[config.mk]
export PLATFORM = sky130hd
export DESIGN_NAME = stimulus_conditioner
export DESIGN_NICKNAME = d
export VERILOG_FILES = /design/src/rtl/moody_pkg.sv /design/src/rtl/debounce_channel.sv /design/src/rtl/stimulus_conditioner.sv
export SDC_FILE = /design/constraint.sdc
export NUM_CORES = 1
export LEC_CHECK = 0
export CORE_MARGIN = 2
export CORE_UTILIZATION = 40
export DETAILED_ROUTE_END_ITERATION = 6
export PLACE_DENSITY = 0.62
export SETUP_SLACK_MARGIN = 0.5
export SLEW_MARGIN = 20
export SYNTH_ARGS = -nofsm -noshare
export SYNTH_HDL_FRONTEND = slang
export SYNTH_HIERARCHICAL = 1
export SYNTH_SLANG_ARGS = --single-unit
export TNS_END_PERCENT = 100
[constraint.sdc]
create_clock -name clk -period 1.8 [get_ports clk]
set_input_delay 0.36 -clock clk [delete_from_list [all_inputs] [get_ports clk]]
set_output_delay 0.36 -clock clk [all_outputs]
set_load 0.05 [all_outputs]
[src/rtl/moody_pkg.sv]
// Shared constants for the mood model: stimulus channel count and the default conditioner tuning.
package moody_pkg;

  localparam int unsigned NStim              = 7;
  localparam int unsigned DebounceCyclesDef  = 8;
  localparam int unsigned HabLimitDef        = 4;
  localparam int unsigned QuietTicksDef      = 2;

endpackage

[src/rtl/debounce_channel.sv]
// One stimulus bit: two-flop synchroniser, persistence debouncer and rising-edge pulse.
module debounce_channel #(
  parameter int unsigned DEBOUNCE_CYCLES = 8
) (
  input  logic clk_i,
  input  logic rst_i,
  input  logic raw_i,
  output logic rise_o
);

  localparam int unsigned CntW = $clog2(DEBOUNCE_CYCLES);
  localparam logic [CntW-1:0] CntLast = CntW'(DEBOUNCE_CYCLES - 1);

  logic            meta_q, sync_q;
  logic            deb_q, deb_d;
  logic            rise_q;
  logic [CntW-1:0] dcnt_q, dcnt_d;

  // The level is accepted on the cycle the disagreement count would reach DEBOUNCE_CYCLES.
  always_comb begin
    deb_d  = deb_q;
    dcnt_d = '0;
    if (sync_q != deb_q) begin
      if (dcnt_q == CntLast) begin
        deb_d = sync_q;
      end else begin
        dcnt_d = dcnt_q + 1'b1;
      end
    end
  end

  always_ff @(posedge clk_i) begin
    if (rst_i) begin
      meta_q <= 1'b0;
      sync_q <= 1'b0;
      deb_q  <= 1'b0;
      dcnt_q <= '0;
      rise_q <= 1'b0;
    end else begin
      meta_q <= raw_i;
      sync_q <= meta_q;
      deb_q  <= deb_d;
      dcnt_q <= dcnt_d;
      rise_q <= deb_d & ~deb_q;
    end
  end

  assign rise_o = rise_q;

endmodule

[src/rtl/stimulus_conditioner.sv]
// Conditions raw stimuli for the regulators: debounced rises are held pending, released once per
// heartbeat tick, and suppressed per channel after too many consecutive pressed ticks.
module stimulus_conditioner
  import moody_pkg::*;
#(
  parameter int unsigned N_STIM          = NStim,
  parameter int unsigned DEBOUNCE_CYCLES = DebounceCyclesDef,
  parameter int unsigned HAB_LIMIT       = HabLimitDef,
  parameter int unsigned QUIET_TICKS     = QuietTicksDef
) (
  input  logic              clk,
  input  logic              rst,
  input  logic [N_STIM-1:0] stim_raw,
  input  logic              tick,
  output logic [N_STIM-1:0] stim_out,
  output logic [N_STIM-1:0] habituated,
  output logic              event_any
);

  localparam int unsigned HabW   = $clog2(HAB_LIMIT + 1);
  localparam int unsigned QuietW = $clog2(QUIET_TICKS + 1);
  localparam logic [HabW-1:0]   HabMax    = HabW'(HAB_LIMIT);
  localparam logic [QuietW-1:0] QuietLast = QuietW'(QUIET_TICKS - 1);

  logic [N_STIM-1:0] rise;
  logic [N_STIM-1:0] pending_q, pending_d;
  logic [N_STIM-1:0] stim_out_q, stim_out_d;
  logic [N_STIM-1:0] habituated_q, habituated_d;
  logic              event_any_q, event_any_d;
  logic [HabW-1:0]   hab_cnt_q [N_STIM];
  logic [HabW-1:0]   hab_cnt_d [N_STIM];
  logic [QuietW-1:0] quiet_cnt_q [N_STIM];
  logic [QuietW-1:0] quiet_cnt_d [N_STIM];

  for (genvar i = 0; i < N_STIM; i++) begin : g_chan
    debounce_channel #(
      .DEBOUNCE_CYCLES(DEBOUNCE_CYCLES)
    ) u_debounce (
      .clk_i (clk),
      .rst_i (rst),
      .raw_i (stim_raw[i]),
      .rise_o(rise[i])
    );
  end

  // A rise coinciding with tick is not consumed by that tick; it seeds the next period.
  always_comb begin
    pending_d    = tick ? rise : (pending_q | rise);
    stim_out_d   = stim_out_q;
    habituated_d = habituated_q;
    for (int i = 0; i < N_STIM; i++) begin
      hab_cnt_d[i]   = hab_cnt_q[i];
      quiet_cnt_d[i] = quiet_cnt_q[i];
      if (tick) begin
        stim_out_d[i] = pending_q[i] && (hab_cnt_q[i] < HabMax);
        if (pending_q[i]) begin
          quiet_cnt_d[i] = '0;
          if (hab_cnt_q[i] != HabMax) begin
            hab_cnt_d[i] = hab_cnt_q[i] + 1'b1;
          end
        end else if (quiet_cnt_q[i] == QuietLast) begin
          quiet_cnt_d[i] = '0;
          hab_cnt_d[i]   = '0;
        end else begin
          quiet_cnt_d[i] = quiet_cnt_q[i] + 1'b1;
        end
        habituated_d[i] = (hab_cnt_d[i] == HabMax);
      end
    end
    event_any_d = tick && (|stim_out_d);
  end

  always_ff @(posedge clk) begin
    if (rst) begin
      pending_q    <= '0;
      stim_out_q   <= '0;
      habituated_q <= '0;
      event_any_q  <= 1'b0;
      for (int i = 0; i < N_STIM; i++) begin
        hab_cnt_q[i]   <= '0;
        quiet_cnt_q[i] <= '0;
      end
    end else begin
      pending_q    <= pending_d;
      stim_out_q   <= stim_out_d;
      habituated_q <= habituated_d;
      event_any_q  <= event_any_d;
      for (int i = 0; i < N_STIM; i++) begin
        hab_cnt_q[i]   <= hab_cnt_d[i];
        quiet_cnt_q[i] <= quiet_cnt_d[i];
      end
    end
  end

  assign stim_out   = stim_out_q;
  assign habituated = habituated_q;
  assign event_any  = event_any_q;

endmodule

# Word-level counts from Yosys, hierarchy flattened
# Memories as Yosys holds them, arrays and structs flattened.
# Cells that the tools add are included.
# totals
romBits,0
latchBits,0
out_inout_bits,15
reg_bits,71
word_cells,251
memories,2
ramBits,35
in_bits,10
# mem_list
memory,words,word_bits,rd,rd_ports_with_merged_regs,wr,line,source
hab_cnt_q,7,3,7,0,7,stimulus_conditioner.sv:30,logic [HabW-1:0] hab_cnt_q [N_STIM];
quiet_cnt_q,7,2,7,0,7,stimulus_conditioner.sv:32,logic [QuietW-1:0] quiet_cnt_q [N_STIM];
# classes
mul,0
div,0
reduce_logical,16
magnitude_cmp,7
bitwise_logic,36
n_eq_ne,35
muxes,95
shifts,0
n_addsub,21
# ops
op,n
$mux 3,42
$mux 2,28
$add 3x1->3 const B,14
$eq 3x3->1 const B,14
$mux 1,24
$lt 3x3->1 const B,7
$ne 3x3->1 const B,7
$reduce_or 3->1,7
$add 2x1->2 const B,7
$eq 2x1->1 const B,7
$not 1->1,14
$or 1x1->1,14
$logic_and 1x1->1,8
$and 1x1->1,7
$mux 7,1
$ne 1x1->1,7
$or 7x7->7,1
$reduce_or 7->1,1

# Longest topological paths before layout
# logic_depth
depth_word,6
ltp_mapped,6
ltp_nobuf,6

# Cells and area by module
# Netlist, hierarchy kept.
# by_module_without_submodules
module,cells_each,seq_area_each_um2,n_inst,area_each_um2
stimulus_conditioner,314,1141.1,1,2692.6
debounce_channel,18,140.1,7,236.5

# Least setup slack after synthesis
# OpenSTA, ideal clock, no wires.
# synth_timing
kind,flip-flop to flip-flop
from,memory hab_cnt_q[4][0] (netlist bit)
to,register habituated_q[4] (netlist: habituated[4])
required_time_ps,1716
setup_slack_ps,301
stages_incl_launch_ff,6
arrival_ps,1414
period_less_slack_ps,1499
path_buffers,0
setup_ps,84
path_cell_list,dfxtp_1 inv_1 ha_1 and4b_1 or4_1 o31ai_2
# synth_rtl
element,line,source
from (decl),stimulus_conditioner.sv:30,
to (signal assigned),stimulus_conditioner.sv:86,habituated_q <= habituated_d;
to (decl),stimulus_conditioner.sv:28,"logic [N_STIM-1:0] habituated_q, habituated_d;"

==> impl_results.md <==
* Iteration-0 DRC Markers at 126
* Clk pin slew, worst setup/hold paths at 0.10 ns
* First-pass GRT wire length at 14.3 mm
* Post-route insts no fill at 625
* Sw frac at 26.1%
* Gp weighted congestion at 0.785
* Fmax at 0.702 GHz
* Clk pwr share at 34.1%
* Max incr delay on CP at 0.42 ns
* Post-Route WL at 8.56 mm
* Grt total ovfl at 0
* Status: complete, no violations
* Grt met3 use at 3.86%
* Synth area leader: dfxtp_1
* Vias in the first global route at 3,088
* Initial core utilization at 40.5%
* I/O Buffers at 24
* Synth warn at 6
* Nets at 518
* Largest cells by area after synthesis: dfxtp_1, ha_1, nor2_1, a21oi_1, a211oi_1
* Syn Inst Count at 440
* Seq pwr share at 58.0%
* Antenna Nets Post-Route at 0
* Max_slew headroom at 78.5%
* RSZ-0062 raised after global routing: true
* CTS buffer count at 9
* # DRC at 0
* Top Ports at 25
* Startpoint Class: register
* Synth Net Count at 478
* Worst Setup End Kind: register
* Crit path cell chain: inv_2 -> ha_4 -> and4b_1 -> or4_4 -> o31ai_2
* Comb pwr share at 8.0%
* Post-Synthesis Cell Area at 0.00435 mm2
* Worst R2R Setup Slack at 0.37 ns
* Peak VDD IR at 471 uV
* Met2 usage at 26.7%
* Finished Cell Area at 0.00544 mm2
* CTS Sinks at 106
* Net Sw Power at 1.09 mW
* Setup slack after layout at 0.375 ns
* Synthesis-to-layout area growth at 25.2%
* Die area at 0.0117 mm2
* Setup crit start: hab_cnt_q[4][0]$_SDFFE_PP0P_
* Avg Cell Area, Syn at 9.88 um2
* Core area at 0.0107 mm2
* R2r worst-path depth at 5
* Placed Cells incl. Taps at 594
* Worst r2r dst: habituated[4]$_SDFFE_PP0P_
* Setup TNS at 0 ns
* Largest net degree at the start of global routing at 57
* Max FO, Critical Path at 4
* WS Path Type: register to register
* WL per Instance at 13.7 um
* Critical path required time at 2.08 ns
* Worst Skew at 0.0135 ns
* Max H-tree Level at 3
* CTS Buffer Depth at 2
* Synth cell types at 43
* Max cap viols at 0
* Clock latency on the worst-skew pair at 0.37 ns
* Final core occ at 50.7%
* FP Rows at 38
* CTS tree: done
* Crit path arrival time at 1.71 ns
* Cell Pwr Density at 766 mW/mm2
* Hold crit path type: register to register
* Total Routing Usage GR at 15.3%
* Placed inst area at 0.00477 mm2
* Root buf cell: clkbuf_8
* DR vias at 3,312
* Die Span X at 108 um
* CP endpoint: habituated[4]$_SDFFE_PP0P_
* Gr busiest metal: met2
* Slew Viols, Final at 0
* Initial antenna violation count at 0
* Flops & latches, synth at 106
* Place WS at 0.0535 ns
* Part of the cycle the worst path needs at 79.2%
* Final min period at 1.43 ns
* Worst Tran Pin Value at 0.323 ns
* HPWL after detailed placement at 5.44 mm
* Leakage at 2.14 nW
* First-pass DRT Iterations at 4
* Top cell type's share of synthesized area at 48.8%
* Met1 Resource Use GR at 18.7%
* Worst r2r src: hab_cnt_q[4][0]$_SDFFE_PP0P_
* Final setup viols at 0
* Die height at 108 um
* DR vias/cell at 5.30
* Layout cell share with drive strength beyond 1 at 32.0%
* Cell-internal power at 3.08 mW
* Crit-path slowest cell: or4_4
* Antenna diodes at 0
* Final Hold Fails at 0
* Hold Crit Start: g_chan[3].u_debounce/dcnt_q[0]$_SDFF_PP0_
* Post-synthesis sequential area ratio at 48.8%
## cell usage after synthesis
master,number
nand2b_1,3
o21a_1,1
xnor2_1,10
or4_1,2
nor4b_1,14
nor3_1,9
inv_2,1
clkbuf_1,13
and2_1,1
nand4_1,1
or3_1,3
o211ai_1,1
buf_2,7
a21boi_2,2
and4b_1,4
nor2_1,43
a31oi_1,2
a22oi_1,3
nand3b_1,1
a32o_1,2
or2_2,1
dfxtp_1,106
and4_1,1
and3_1,10
nand4b_1,2
ha_1,28
a211oi_1,20
o31ai_1,1
o31ai_2,1
o221ai_1,1
nor2b_1,21
o21ai_0,12
nor3b_1,2
and4bb_2,7
o31a_1,3
a21oi_1,32
inv_1,19
o32ai_1,1
nor4_1,8
nand2_1,15
nand3_1,7
mux2i_1,15
a41o_1,4
## power groups by stage
stage                     Clock, mW  Combinational (mW)  Sequential, mW
final                          1.42               0.333            2.42
after global routing           1.58               0.368            2.43
after CTS                      1.48               0.291            2.42
after detailed placement          0               0.260            2.48
after global placement            0               0.254            2.47
after floorplan                   0               0.169            2.47
## layout make-up
cell class | count | area (um2)
multi-input combinational | 294 | 2310
sequential | 106 | 2190
inverter | 20 | 80.1
tap | 140 | 175
timing repair buffer | 49 | 498
clock inverter | 7 | 67.6
clock buffer | 9 | 124
fill | 1016 | 5300
## how the worst min path moves through the flow
stage	endpoint	cells after the start
floorplan	g_chan[0].u_debounce/dcnt_q[0]$_SDFF_PP0_	1
global placement	g_chan[2].u_debounce/dcnt_q[0]$_SDFF_PP0_	1
detailed placement	g_chan[5].u_debounce/sync_q$_SDFF_PP0_	1
CTS	g_chan[5].u_debounce/dcnt_q[0]$_SDFF_PP0_	1
global route	g_chan[0].u_debounce/deb_q$_SDFF_PP0_	3
finish	g_chan[3].u_debounce/dcnt_q[0]$_SDFF_PP0_	1
## registers in the layout, summed over array words and instances (netlist names)
| signal | count |
|---|---|
| stim_out | 7 |
| quiet_cnt_q | 14 |
| g_chan.u_debounce/sync_q | 7 |
| pending_q | 7 |
| hab_cnt_q | 21 |
| habituated | 7 |
| g_chan.u_debounce/dcnt_q | 21 |
| g_chan.u_debounce/deb_q | 7 |
| g_chan.u_debounce/meta_q | 7 |
| g_chan.u_debounce/rise_o | 7 |
| event_any | 1 |
## placed cells by master (no fill, tap or decap), drive strengths merged, types with 10 or more instances in the layout
cell type / instances
ha: 28
o21ai: 12
a21oi: 32
xnor2: 10
nor2b: 21
inv: 25
a211oi: 20
nand2: 15
nor2: 43
and3: 10
mux2i: 15
dfxtp: 106
nor4b: 14
buf: 40
## critical path: cells and delay by family, from the launching register on
kind            cells  cell delay (ns)
compound gates      1             0.17
fa+ha+maj           1             0.13
simple gates        2             0.61
flops               1             0.37
buf+inv             1             0.06
## routing by layer
| metal | share of wire (%) | up-vias |
|---|---|---|
| met3 | 2.6 | 4 |
| met2 | 50 | 37 |
| met1 | 47 | 1599 |
| met4 | 0.70 | 0 |
| met5 | 0 | - |
| li1 | - | 1672 |
## logic make-up after synthesis
family / count (synthesis) / synth area share, %
xor gates and xnor gates: 10 / 2.01
adders and majority gates: 28 / 8.06
muxes: 15 / 3.45
AOI/OAI and AO/OA: 86 / 13.0
buffers and inverters: 40 / 3.65
DFF: 106 / 48.8
and+or+nand+nor: 155 / 21.0
## repair_timing
action / in CTS / in global routing
gates resized for setup: 54 / 67
setup endpoints to repair: 29 / 45
setup buffers: 9 / 5
cloned: 1 / 0
pin swaps: 8 / 27
hold buffers: 0 / 0
## through the flow
stage	hold WS (ns)	power, mW
floorplan	0.405	2.64
global placement	0.415	2.73
detailed placement	0.425	2.74
CTS	0.443	4.19
global route	0.464	4.37
finish	0.435	4.17
Power figures use the tool's default switching activity.
